--- src/rtl/collision_seq.sv ---
// Collision sequencer: snapshots ball/paddle positions on start and time-shares one
// external unsigned less-than comparator over eight checks to form hit/miss/wall flags.
module collision_seq #(
  parameter logic [7:0] X_LEFT  = 8'd8,
  parameter logic [7:0] X_RIGHT = 8'd247,
  parameter logic [7:0] PAD_H   = 8'd32,
  parameter logic [7:0] Y_TOP   = 8'd4,
  parameter logic [7:0] Y_BOT   = 8'd251
) (
  input  logic       clk,
  input  logic       rst_n,
  input  logic       start,
  input  logic [7:0] ball_x,
  input  logic [7:0] ball_y,
  input  logic [7:0] pad_l_y,
  input  logic [7:0] pad_r_y,
  output logic [7:0] cmp_a,
  output logic [7:0] cmp_b,
  input  logic       cmp_lt,
  output logic       busy,
  output logic       done,
  output logic       hit_l,
  output logic       miss_l,
  output logic       hit_r,
  output logic       miss_r,
  output logic       wall_top,
  output logic       wall_bot
);

  localparam logic [1:0] IDLE = 2'd0;
  localparam logic [1:0] CMP  = 2'd1;
  localparam logic [1:0] FIN  = 2'd2;

  logic [1:0] state;
  logic [2:0] step;
  logic [7:0] scratch;
  logic [7:0] ball_x_q, ball_y_q, pad_l_q, pad_r_q;
  logic       hit_l_nx, hit_r_nx;

  // Paddle end, saturated so a paddle near the bottom edge still spans to 255.
  function automatic logic [7:0] sat_end(input logic [7:0] y);
    logic [8:0] sum;
    sum = {1'b0, y} + {1'b0, PAD_H};
    return sum[8] ? 8'hFF : sum[7:0];
  endfunction

  assign busy = (state != IDLE);

  // Snapshot is pure data: no reset needed, only loaded when a pass is accepted.
  always_ff @(posedge clk) begin
    if (state == IDLE && start) begin
      ball_x_q <= ball_x;
      ball_y_q <= ball_y;
      pad_l_q  <= pad_l_y;
      pad_r_q  <= pad_r_y;
    end
  end

  always_comb begin
    cmp_a = 8'd0;
    cmp_b = 8'd0;
    if (state == CMP) begin
      case (step)
        3'd0:    begin cmp_a = ball_x_q; cmp_b = X_LEFT;           end
        3'd1:    begin cmp_a = ball_y_q; cmp_b = pad_l_q;          end
        3'd2:    begin cmp_a = ball_y_q; cmp_b = sat_end(pad_l_q); end
        3'd3:    begin cmp_a = X_RIGHT;  cmp_b = ball_x_q;         end
        3'd4:    begin cmp_a = ball_y_q; cmp_b = pad_r_q;          end
        3'd5:    begin cmp_a = ball_y_q; cmp_b = sat_end(pad_r_q); end
        3'd6:    begin cmp_a = ball_y_q; cmp_b = Y_TOP;            end
        default: begin cmp_a = Y_BOT;    cmp_b = ball_y_q;         end
      endcase
    end
  end

  assign hit_l_nx = scratch[0] & ~scratch[1] & scratch[2];
  assign hit_r_nx = scratch[3] & ~scratch[4] & scratch[5];

  always_ff @(posedge clk or negedge rst_n) begin
    if (!rst_n) begin
      state    <= IDLE;
      step     <= 3'd0;
      scratch  <= 8'd0;
      done     <= 1'b0;
      hit_l    <= 1'b0;
      miss_l   <= 1'b0;
      hit_r    <= 1'b0;
      miss_r   <= 1'b0;
      wall_top <= 1'b0;
      wall_bot <= 1'b0;
    end else begin
      done <= 1'b0;
      case (state)
        IDLE: begin
          if (start) begin
            state <= CMP;
            step  <= 3'd0;
          end
        end
        CMP: begin
          scratch[step] <= cmp_lt;
          if (step == 3'd7) state <= FIN;
          else              step  <= step + 3'd1;
        end
        FIN: begin
          hit_l    <= hit_l_nx;
          miss_l   <= scratch[0] & ~hit_l_nx;
          hit_r    <= hit_r_nx;
          miss_r   <= scratch[3] & ~hit_r_nx;
          wall_top <= scratch[6];
          wall_bot <= scratch[7];
          done     <= 1'b1;
          state    <= IDLE;
        end
        default: state <= IDLE;
      endcase
    end
  end

endmodule

--- config.mk ---
export PLATFORM = sky130hd
export DESIGN_NAME = collision_seq
export DESIGN_NICKNAME = d
export VERILOG_FILES = /design/src/rtl/collision_seq.sv
export SDC_FILE = /design/constraint.sdc
export NUM_CORES = 1
export LEC_CHECK = 0
export CAP_MARGIN = 20
export CORE_MARGIN = 5
export CORE_UTILIZATION = 42
export DETAILED_ROUTE_END_ITERATION = 10
export PLACE_DENSITY = 0.77
export SETUP_SLACK_MARGIN = 0.05
export SLEW_MARGIN = 15
export SYNTH_ARGS = -nofsm -noshare
export SYNTH_HDL_FRONTEND = slang
export SYNTH_SLANG_ARGS = --single-unit
--- constraint.sdc ---
create_clock -name clk -period 3.42 [get_ports clk]
set_input_delay 0.513 -clock clk [delete_from_list [all_inputs] [get_ports clk]]
set_output_delay 0.513 -clock clk [all_outputs]
set_load 0.05 [all_outputs]
==> impl_results.rst, run 1 <==
.. list-table::
   :header-rows: 1

   * - Metric
     - Value
   * - Cell area after synthesis
     - around 0.0024 sq mm
   * - Maximum clock frequency
     - 310.4 MHz
   * - Post-DP HPWL
     - 4199 um
   * - Number of synthesized register bits
     - 52
   * - Type of origin of the critical path
     - flip-flop
   * - Required time of the worst setup path
     - around 2.9 ns
   * - Antenna violations before repair
     - 0
   * - Routed met3 length
     - 337 um
   * - Vias/cell
     - 5.653
   * - Number of buffers on the longest clock path
     - 2
   * - Reg-to-reg startpoint
     - step[0]
   * - Setup Buffers After CTS
     - 0
   * - Minimum setup slack among reg-to-reg paths
     - 1.66 ns
   * - ANT cells
     - 0
   * - Minimum period implied by the final worst setup slack
     - around 3.2 ns
   * - Predominant post-synthesis flop cell
     - sky130_fd_sc_hd__edfxtp_1
   * - Post-Place Cells
     - between 300 and 400
   * - Setup TNS Final
     - 0 ns
   * - Initial Util
     - 43.61%
   * - Chip width
     - approximately 86 um
   * - Largest fanout on the critical path
     - 10
   * - Critical path class
     - reg2out
   * - Drt first pass iters
     - 5
   * - Clock network latency to the later pin of the worst-skew pair
     - approximately 0.3 ns
   * - Sum of routed wire length over all layers
     - 5684 um
   * - Final-stage net count
     - 305
   * - Pre-CTS worst setup slack
     - 0.3072 ns
   * - CTS tree
     - yes
   * - Number of sinks on the clock net
     - 52
   * - Number of flops mapped to enable cells by yosys
     - 32
   * - Overall die area
     - roughly 0.0074 sq mm
   * - Highest routed layer
     - met4
   * - Height of the die
     - ~86 um
   * - Async set-or-reset flop fraction in the synthesized netlist
     - 38.46%
   * - Vias post-DR
     - 1888
   * - Synth warnings
     - 0
   * - Antenna-violating nets left
     - 0
   * - Post-synthesis to final-layout area growth
     - 30.40%
   * - Worst-case hold path end point
     - miss_l
   * - Core Box Area
     - around 0.0055 sq mm
   * - Vias in the first global route
     - around 1900
   * - Startpoint of the tightest hold check path
     - miss_l
   * - Core Util, Final
     - between 50% and 60%
   * - Number of cells on the worst reg-to-reg path
     - 5
   * - Portion of the post-synthesis area used by sequential elements
     - roughly three fifths
   * - Number of DRC violations after detailed-routing iteration 0
     - about 220
   * - Final weighted congestion in routability-driven placement
     - 0.8586
   * - Worst Clk Skew
     - just over 0.006 ns
   * - Mapped Avg Cell Area
     - 12.08 sq um
   * - Worst path setup slack after routing
     - slightly below 0.2 ns
   * - Commonest non-fill, non-tap cell in the layout
     - sky130_fd_sc_hd__clkdlybuf4s50_1
   * - Fraction of final layout cells with drive strength greater than 1
     - between 10% and 20%
   * - Worst flop-to-flop path endpoint
     - step[2]
   * - Most frequent cells in the layout
     - sky130_fd_sc_hd__clkdlybuf4s50_1 (43), sky130_fd_sc_hd__edfxtp_1 (32), sky130_fd_sc_hd__o21ai_0 (22)
   * - Share of the clock period used by the worst path after layout
     - roughly 94%
   * - Count of maximum capacitance violations
     - 0
   * - Worst hold path class
     - reg2reg
   * - Remaining routing DRC violations
     - 0
   * - Total count of hold-check failures in the final report
     - 0
   * - Net count after synthesis
     - about 240
   * - Area occupied by multi-input gates
     - roughly 880 sq um
   * - Count of port buffers added during placement
     - just under 60
   * - Fill cell total of the finished layout
     - between 400 and 500
   * - Core Rows
     - 27
   * - First-pass GRT wire length
     - slightly above 9000 um
   * - Storage element area
     - between 0.001 and 0.0015 sq mm
   * - Slew of the pin with the lowest slew margin
     - 0.9019 ns
   * - Distinct cell type count after synthesis
     - 38
   * - Root Buffer Master
     - sky130_fd_sc_hd__clkbuf_8
   * - Setup Viol. Count Final
     - 0
   * - Final standard cell count with taps included and fillers excluded
     - about 330
   * - Avg WL per Cell
     - ~17 um
   * - Worst hold stages
     - 2
   * - Data arrival, critical path
     - approximately 2.7 ns
   * - Clock transition time at the flip-flop clock pins of the worst setup and hold paths
     - around 0.090 ns
   * - Global router's overall resource usage
     - between 15 and 20%
   * - Total gr overflow
     - 0
   * - Deepest level of the CTS H-tree
     - 2
   * - Worst relative slew slack
     - 39.69%
   * - Cell count after synthesis
     - 200
   * - Number of buffers inserted during clock tree synthesis
     - 5
   * - Slew Limit Fails
     - 0
   * - Met1 Wirelength
     - ~2500 um
   * - Number of primary I/O pins
     - 60
   * - Pin count of the biggest net entering global routing
     - 33
   * - Unrepaired setup endpoints after global routing
     - no
   * - Status
     - complete, no violations
   * - Element type at the critical path end
     - output port
   * - Amount of wire on met2 after detailed routing
     - roughly 2700 um
==> final cells by class <==
class                   count  share of cell area, %
clock buffers               5                  2.184
clock inverters             3                 0.5957
inverters                   8                 0.9531
multi-input cells         130                  27.88
flip-flops and latches     52                  46.39
well taps                  72                  2.859
repair buffers             64                  19.14
==> synth_stat cells (2+ instances only) <==
cell	count	area share [%]
sky130_fd_sc_hd__a21oi_1	10	2.1
sky130_fd_sc_hd__a221oi_1	2	0.73
sky130_fd_sc_hd__a222oi_1	6	2.5
sky130_fd_sc_hd__a22oi_1	7	2.2
sky130_fd_sc_hd__a31oi_1	9	2.3
sky130_fd_sc_hd__and2_1	2	0.52
sky130_fd_sc_hd__buf_2	3	0.62
sky130_fd_sc_hd__buf_4	2	0.62
sky130_fd_sc_hd__clkbuf_1	5	0.78
sky130_fd_sc_hd__dfrtp_1	20	21
sky130_fd_sc_hd__edfxtp_1	32	40
sky130_fd_sc_hd__ha_1	8	4.1
sky130_fd_sc_hd__inv_1	8	1.2
sky130_fd_sc_hd__mux2_2	10	4.7
sky130_fd_sc_hd__nand2_1	13	2.0
sky130_fd_sc_hd__nand2b_1	5	1.3
sky130_fd_sc_hd__nand3_1	3	0.62
sky130_fd_sc_hd__nand3b_1	2	0.62
sky130_fd_sc_hd__nand4_1	2	0.52
sky130_fd_sc_hd__nor2_1	8	1.2
sky130_fd_sc_hd__nor2b_1	2	0.52
sky130_fd_sc_hd__nor3_1	4	0.83
sky130_fd_sc_hd__o21ai_0	22	4.6
==> timing repair <==
action                                  CTS  global route
hold buffers                              0             0
endpoints found under the setup margin    8             1
gates resized for setup                   8             1
==> state kept, by name, indices dropped and copies added (netlist names) <==
signal,count
wall_bot,1
ball_y_q,8
step,3
pad_r_q,8
miss_r,1
wall_top,1
scratch,8
state,2
miss_l,1
hit_r,1
done,1
hit_l,1
ball_x_q,8
pad_l_q,8
==> per-layer routing <==
layer,vias up,GRT usage [%]
met5,-,0
li1,878,-
met3,16,3.362
met1,905,21.32
met2,89,25.56
met4,0,7.338
==> critical path, cell delays in order (launching register included) <==
cell	delay, ns
sky130_fd_sc_hd__dfrtp_1	0.49
sky130_fd_sc_hd__inv_1	0.18
sky130_fd_sc_hd__ha_1	0.29
sky130_fd_sc_hd__and2_4	0.22
sky130_fd_sc_hd__nand2b_1	0.33
sky130_fd_sc_hd__a22oi_1	0.15
sky130_fd_sc_hd__a21oi_1	0.19
sky130_fd_sc_hd__dlygate4sd2_1	0.56
==> how the worst max path moves through the flow <==
stage | slack [ns] | depth (start not counted) | startpoint | to
after floorplan | 0.58 | 8 | step[0] | cmp_b[6]
after CTS | 0.10 | 6 | step[0] | cmp_b[5]
after global routing | 0.05 | 7 | step[0] | cmp_b[3]
after detailed placement | 0.31 | 7 | step[0] | cmp_a[3]
after global placement | 0.37 | 7 | step[0] | cmp_a[3]
final | 0.20 | 7 | step[0] | cmp_a[3]
==> cell families after synthesis <==
logic type | Yosys count | synth area share [%]
muxes | 10 | 4.661
xor gates and xnor gates | 1 | 0.3626
adders and majority gates | 8 | 4.143
buffers and inverters | 18 | 3.262
DFF | 52 | 60.49
AOI/OAI and AO/OA | 62 | 16.57
and+or+nand+nor | 49 | 10.51
==> through the flow <==
stage	hold WS (ns)	instance area [sq um]
after floorplan	0.2174	2416
after global placement	0.4638	3070
after detailed placement	0.4691	3070
after CTS	0.4907	3148
after global routing	0.5297	3151
final	0.4837	3151
Power of run 1 is left out: the tool's default activity adds up to more than one toggle a clock period on the data nets, which glitch-free logic cannot reach.
==> run 2, diff against run 1 <==
Settings changed: ABC_CLOCK_PERIOD_IN_PS from default to 3420, CORE_MARGIN 5 to 2.
==> run 2 against run 1 <==
Net effect:
- hold slack improved by 0.0031 ns
- non-clock buffer count unchanged
- via count down 1.1%
- setup slack improved by 0.038 ns
- final cell count unchanged
==> impl_results.rst, run 2 (same netlist as run 1, synthesis figures left out) <==
.. list-table::
   :header-rows: 1

   * - Metric
     - Value
   * - Status
     - complete, no violations (unchanged)
   * - Global router's overall resource usage
     - 18.47% (was 16.14%)
   * - Total buffers and inverters traversed by the critical path
     - 2 (unchanged)
   * - Height of the die
     - 79.85 um (was 85.85 um)
   * - Critical path depth in cells
     - 7 (unchanged)
   * - Data arrival, critical path
     - 2.67 ns (was 2.71 ns)
   * - Type of origin of the critical path
     - flip-flop (unchanged)
   * - Minimum period implied by the final worst setup slack
     - 3.183 ns (was 3.221 ns)
   * - Deepest level of the CTS H-tree
     - 2 (unchanged)
   * - Worst hold path class
     - reg2reg (unchanged)
   * - First-pass GRT wire length
     - 8845 um (was 9335 um)
   * - Setup Viol. Count Final
     - 0 (unchanged)
   * - Overall die area
     - 0.006375 sq mm (was 0.007369 sq mm)
   * - Total count of hold-check failures in the final report
     - 0 (unchanged)
   * - Count of maximum capacitance violations
     - 0 (unchanged)
   * - Number of buffers inserted during clock tree synthesis
     - 5 (unchanged)
   * - Count of port buffers added during placement
     - 59 (unchanged)
   * - Number of primary I/O pins
     - 60 (unchanged)
   * - Worst path slowest cell
     - sky130_fd_sc_hd__dlygate4sd2_1 (unchanged)
   * - Vias post-DR
     - 1867 (was 1888)
   * - Clock network latency to the later pin of the worst-skew pair
     - 0.31 ns (was 0.30 ns)
   * - ANT cells
     - 0 (unchanged)
   * - CTS tree
     - yes (unchanged)
   * - Cell class contributing the biggest share of worst-path delay
     - buffers and inverters (unchanged)
   * - Worst Clk Skew
     - 0.006470 ns (was 0.006171 ns)
   * - Element type at the critical path end
     - output port (unchanged)
   * - Clock transition time at the flip-flop clock pins of the worst setup and hold paths
     - 0.09 ns (about the same)
   * - Slew of the pin with the lowest slew margin
     - 0.8828 ns (was 0.9019 ns)
   * - Setup TNS Final
     - 0 ns (unchanged)
   * - Met2 routing resource usage after global routing
     - 29.08% (was 25.56%)
   * - Most frequent cells in the layout
     - sky130_fd_sc_hd__clkdlybuf4s50_1 (43), sky130_fd_sc_hd__edfxtp_1 (32), sky130_fd_sc_hd__o21ai_0 (22) (unchanged)
   * - Post-cts hold buffer count
     - 0 (unchanged)
   * - Number of sinks on the clock net
     - 52 (unchanged)
   * - Final weighted congestion in routability-driven placement
     - 0.8635 (was 0.8586)
   * - GR met1 Demand/Resource
     - 24.80% (was 21.32%)
   * - Vias/cell
     - 5.590 (was 5.653)
   * - Root Buffer Master
     - sky130_fd_sc_hd__clkbuf_8 (unchanged)
   * - Remaining routing DRC violations
     - 0 (unchanged)
   * - Initial Util
     - 43.61% (unchanged)
   * - Slew Limit Fails
     - 0 (unchanged)
   * - Commonest non-fill, non-tap cell in the layout
     - sky130_fd_sc_hd__clkdlybuf4s50_1 (unchanged)
   * - Core Rows
     - 27 (unchanged)
   * - Antenna-violating nets left
     - 0 (unchanged)
   * - Share of the clock period used by the worst path after layout
     - 93.07% (was 94.19%)
   * - Post-route standard cell area excluding fillers
     - 0.003166 sq mm (was 0.003151 sq mm)
   * - Fraction of final layout cells with drive strength greater than 1
     - 12.98% (unchanged)
   * - Met3 Use GR
     - 4.186% (was 3.362%)
   * - Worst hold stages
     - 2 (unchanged)
   * - Peak per-stage delay on the critical path
     - 0.55 ns (was 0.56 ns)
   * - Pin count of the biggest net entering global routing
     - 33 (unchanged)
   * - Unrepaired setup endpoints after global routing
     - no (unchanged)
   * - Final-stage net count
     - 305 (unchanged)
   * - Cells along the critical path
     - inv_1 -> ha_1 -> and2_4 -> nand2b_1 -> a22oi_1 -> a21oi_1 -> dlygate4sd2_1 (unchanged)
   * - Critical path class
     - reg2out (unchanged)
   * - Largest fanout on the critical path
     - 10 (unchanged)
   * - Setup Buffers After CTS
     - 0 (unchanged)
   * - Antenna violations before repair
     - 0 (unchanged)
   * - Grt peak-use layer
     - met2 (unchanged)
   * - Sum of routed wire length over all layers
     - 5406 um (was 5684 um)
   * - Vias in the first global route
     - 1800 (was 1878)
   * - Chip width
     - 79.85 um (was 85.85 um)
   * - Worst relative slew slack
     - 40.96% (was 39.69%)
   * - Total gr overflow
     - 0 (unchanged)
   * - Core Box Area
     - 0.005540 sq mm (unchanged)
   * - Avg WL per Cell
     - 16.19 um (was 17.02 um)
   * - Number of cells on the worst reg-to-reg path
     - 5 (unchanged)
   * - Required time of the worst setup path
     - 2.91 ns (about the same)
   * - Number of DRC violations after detailed-routing iteration 0
     - 238 (was 223)
   * - Fill cell total of the finished layout
     - 488 (was 491)
   * - Area after detailed placement
     - 0.003070 sq mm (unchanged)
   * - Post-Place Cells
     - 326 (unchanged)
   * - Post-DP HPWL
     - 3967 um (was 4199 um)
   * - Post-synthesis to final-layout area growth
     - 31.02% (was 30.40%)
   * - Drt first pass iters
     - 5 (unchanged)
   * - Maximum clock frequency
     - 314.2 MHz (was 310.4 MHz)
   * - Number of buffers on the longest clock path
     - 2 (unchanged)
   * - Final standard cell count with taps included and fillers excluded
     - 334 (unchanged)
[run 2: cell count changes in the layout (fill, tap and decap cells not counted), sizes merged]
cell | before | now
bufinv | 0 | 1
dlygate4sd2 | 8 | 7
clkbuf | 5 | 6
clkinvlp | 2 | 0
clkinv | 1 | 2
[run 2: per-stage QoR]
stage	hold WS, ns	setup slack [ns]	util (%)
CTS	0.4914	0.06913	57.16
global route	0.5167	0.05776	57.14
global placement	0.4627	0.4109	55.42
detailed placement	0.4704	0.2494	55.42
finish	0.4868	0.2370	57.14
floorplan	0.2174	0.5753	-
[run 2: final timing paths]
check	start	endpoint	slack (ns)
setup / recovery	step[0]	cmp_a[0]	0.24
hold / removal	miss_l	miss_l	0.49
setup reg to reg	step[0]	step[2]	1.66
hold reg to reg	miss_l	miss_l	0.49
max in group asynchronous	rst_n	step[1]	2.18
min in group asynchronous	rst_n	wall_bot	0.70
[run 2: metal layers]
layer	vias up	wire, um
met5	-	0
met4	0	132
met3	13	329
met2	84	2609
met1	886	2336
li1	884	-
[run 2: repair_timing]
item | 4_1_cts | 5_1_grt
gates resized for setup | 8 | 4
pin swaps | 0 | 0
endpoints found under the setup margin | 8 | 4
[run 2: worst register-to-register path, delay by kind of cell, from the launching register on]
family / cells / cell delay (ns)
and+or+nand+nor: 1 / 0.32
adders and majority gates: 2 / 0.45
DFF: 1 / 0.49
AOI/OAI and AO/OA: 2 / 0.43
[run 2: final cells by class]
| cell class | instances | area (sq um) | area share (%) |
|---|---|---|---|
| Clock inverter | 3 | 37.54 | 1.186 |
| Multi-Input combinational cell | 130 | 878.3 | 27.75 |
| Sequential cell | 52 | 1461 | 46.17 |
| Inverter | 8 | 30.03 | 0.9486 |
| Timing Repair Buffer | 64 | 599.3 | 18.93 |
| Tap cell | 72 | 90.09 | 2.846 |
| Clock buffer | 5 | 68.82 | 2.174 |
Power of run 2 is left out for the same reason.
==> run 3, diff against run 2 <==
Settings changed: PLACE_DENSITY 0.77 to 0.7.
==> run 3 against run 2 <==
Net effect:
- cell area is 0.47% higher
- clock skew is 0.0035 ns higher
- critical endpoint is now cmp_a[3]
- core utilization is 0.27 points higher
- hold slack improved by 0.0037 ns
- fmax fell by 0.85%
==> impl_results.rst, run 3 (same netlist as run 1, synthesis figures left out) <==
.. list-table::
   :header-rows: 1

   * - Metric
     - Value
   * - Global router's overall resource usage
     - 18.25% (was 18.47%)
   * - Critical path class
     - reg2out (unchanged)
   * - Vias post-DR
     - 1859 (was 1867)
   * - Final weighted congestion in routability-driven placement
     - 0.8584 (was 0.8635)
   * - Deepest level of the CTS H-tree
     - 2 (unchanged)
   * - ANT cells
     - 0 (unchanged)
   * - Commonest non-fill, non-tap cell in the layout
     - sky130_fd_sc_hd__clkdlybuf4s50_1 (unchanged)
   * - Element type at the critical path end
     - output port (unchanged)
   * - Antenna violations before repair
     - 0 (unchanged)
   * - Core Box Area
     - 0.005540 sq mm (unchanged)
   * - Remaining routing DRC violations
     - 0 (unchanged)
   * - Chip width
     - 79.85 um (unchanged)
   * - Reg-to-reg startpoint
     - step[0] (unchanged)
   * - Type of origin of the critical path
     - flip-flop (unchanged)
   * - Post-DP HPWL
     - 4010 um (was 3967 um)
   * - Sum of routed wire length over all layers
     - 5493 um (was 5406 um)
   * - Total count of hold-check failures in the final report
     - 0 (unchanged)
   * - Drt first pass iters
     - 5 (unchanged)
   * - Setup Buffers After CTS
     - 0 (unchanged)
   * - Clock transition time at the flip-flop clock pins of the worst setup and hold paths
     - 0.10 ns (was 0.09 ns)
   * - Share of the clock period used by the worst path after layout
     - 93.86% (was 93.07%)
   * - Status
     - complete, no violations (unchanged)
   * - Worst path setup slack after routing
     - 0.2098 ns (was 0.2370 ns)
   * - Area after detailed placement
     - 0.003075 sq mm (was 0.003070 sq mm)
   * - Overall die area
     - 0.006375 sq mm (unchanged)
   * - Pre-CTS worst setup slack
     - 0.2456 ns (was 0.2494 ns)
   * - Minimum setup slack among reg-to-reg paths
     - 1.65 ns (was 1.66 ns)
   * - Worst relative slew slack
     - 41.23% (was 40.96%)
   * - Setup Viol. Count Final
     - 0 (unchanged)
   * - Most frequent cells in the layout
     - sky130_fd_sc_hd__clkdlybuf4s50_1 (43), sky130_fd_sc_hd__edfxtp_1 (32), sky130_fd_sc_hd__o21ai_0 (22) (unchanged)
   * - Worst hold stages
     - 2 (unchanged)
   * - Height of the die
     - 79.85 um (unchanged)
   * - Initial Util
     - 43.61% (unchanged)
   * - Antenna-violating nets left
     - 0 (unchanged)
   * - Slew Limit Fails
     - 0 (unchanged)
   * - Count of maximum capacitance violations
     - 0 (unchanged)
   * - Worst hold path class
     - reg2reg (unchanged)
   * - Startpoint of the tightest hold check path
     - miss_l (unchanged)
   * - Number of primary I/O pins
     - 60 (unchanged)
   * - Worst-case hold path end point
     - miss_l (unchanged)
   * - First-pass GRT wire length
     - 9004 um (was 8845 um)
   * - Setup TNS Final
     - 0 ns (unchanged)
   * - Final-stage net count
     - 304 (was 305)
   * - Core Rows
     - 27 (unchanged)
   * - Data arrival, critical path
     - 2.70 ns (was 2.67 ns)
   * - Worst flop-to-flop path endpoint
     - step[2] (unchanged)
   * - Avg WL per Cell
     - 16.50 um (was 16.19 um)
   * - Largest fanout on the critical path
     - 10 (unchanged)
   * - Slew of the pin with the lowest slew margin
     - 0.8788 ns (was 0.8828 ns)
   * - Maximum clock frequency
     - 311.5 MHz (was 314.2 MHz)
   * - Vias in the first global route
     - 1869 (was 1800)
   * - Post-route standard cell area excluding fillers
     - 0.003181 sq mm (was 0.003166 sq mm)
   * - Vias/cell
     - 5.583 (was 5.590)
   * - Pin count of the biggest net entering global routing
     - 33 (unchanged)
   * - Minimum period implied by the final worst setup slack
     - 3.210 ns (was 3.183 ns)
   * - Total gr overflow
     - 0 (unchanged)
   * - Number of sinks on the clock net
     - 52 (unchanged)
   * - Fraction of final layout cells with drive strength greater than 1
     - 13.79% (was 12.98%)
   * - Number of cells on the worst reg-to-reg path
     - 5 (unchanged)
   * - Post-synthesis to final-layout area growth
     - 31.64% (was 31.02%)
   * - Clock network latency to the later pin of the worst-skew pair
     - 0.31 ns (about the same)
   * - Number of DRC violations after detailed-routing iteration 0
     - 149 (was 238)
   * - Root Buffer Master
     - sky130_fd_sc_hd__clkbuf_8 (unchanged)
   * - Number of buffers inserted during clock tree synthesis
     - 5 (unchanged)
   * - Required time of the worst setup path
     - 2.91 ns (about the same)
   * - Unrepaired setup endpoints after global routing
     - no (unchanged)
   * - Number of buffers on the longest clock path
     - 2 (unchanged)
   * - CTS tree
     - yes (unchanged)
   * - Count of port buffers added during placement
     - 59 (unchanged)
   * - Worst Clk Skew
     - 0.009969 ns (was 0.006470 ns)
[run 3: how the worst max path moves through the flow]
stage / cells after the start / end / startpoint / slack (ns)
finish: 7 / cmp_a[3] / step[0] / 0.21
global route: 7 / cmp_a[3] / step[0] / 0.06
CTS: 6 / cmp_b[5] / step[0] / 0.11
detailed placement: 6 / cmp_a[3] / step[0] / 0.25
global placement: 6 / cmp_a[3] / step[0] / 0.31
floorplan: 8 / cmp_b[6] / step[0] / 0.58
[run 3: layout make-up]
type / instances / area, sq um
inverters: 8 / 30.03
multi-input cells: 130 / 887.1
flip-flops and latches: 52 / 1461
clock buffers: 5 / 68.82
clock inverters: 3 / 27.53
well taps: 72 / 90.09
repair buffers: 63 / 615.6
fillers: 486 / 2360
[run 3: metrics by stage]
step / cells / util (%) / hold WS, ns
6_report: 333 / 57.41 / 0.4905
5_1_grt: 333 / 57.41 / 0.5324
4_1_cts: 333 / 57.11 / 0.4973
3_5_place_dp: 325 / 55.51 / 0.4741
3_3_place_gp: 325 / 55.51 / 0.4648
2_1_floorplan: 200 / - / 0.2174
[run 3: layer usage]
layer	share of wire, %	up-vias	GRT usage [%]
met1	43	897	24.28
met3	6.7	8	4.299
li1	-	878	-
met4	1.8	0	5.932
met5	0	-	0
met2	49	76	29.58
[run 3: worst max-delay path, cell delays in order (launching register included)]
cell and delay, ns:
sky130_fd_sc_hd__dfrtp_1 0.49, sky130_fd_sc_hd__inv_1 0.19, sky130_fd_sc_hd__ha_1 0.30, sky130_fd_sc_hd__and2_4 0.22, sky130_fd_sc_hd__nand2b_1 0.33, sky130_fd_sc_hd__a22oi_1 0.17, sky130_fd_sc_hd__a21oi_1 0.18, sky130_fd_sc_hd__clkdlybuf4s15_1 0.53
[run 3: repair_timing]
action                                  4_1_cts  5_1_grt
hold buffers                                  0        0
resized for setup                             9        9
endpoints found under the setup margin        8       10
Power of run 3 is left out for the same reason.
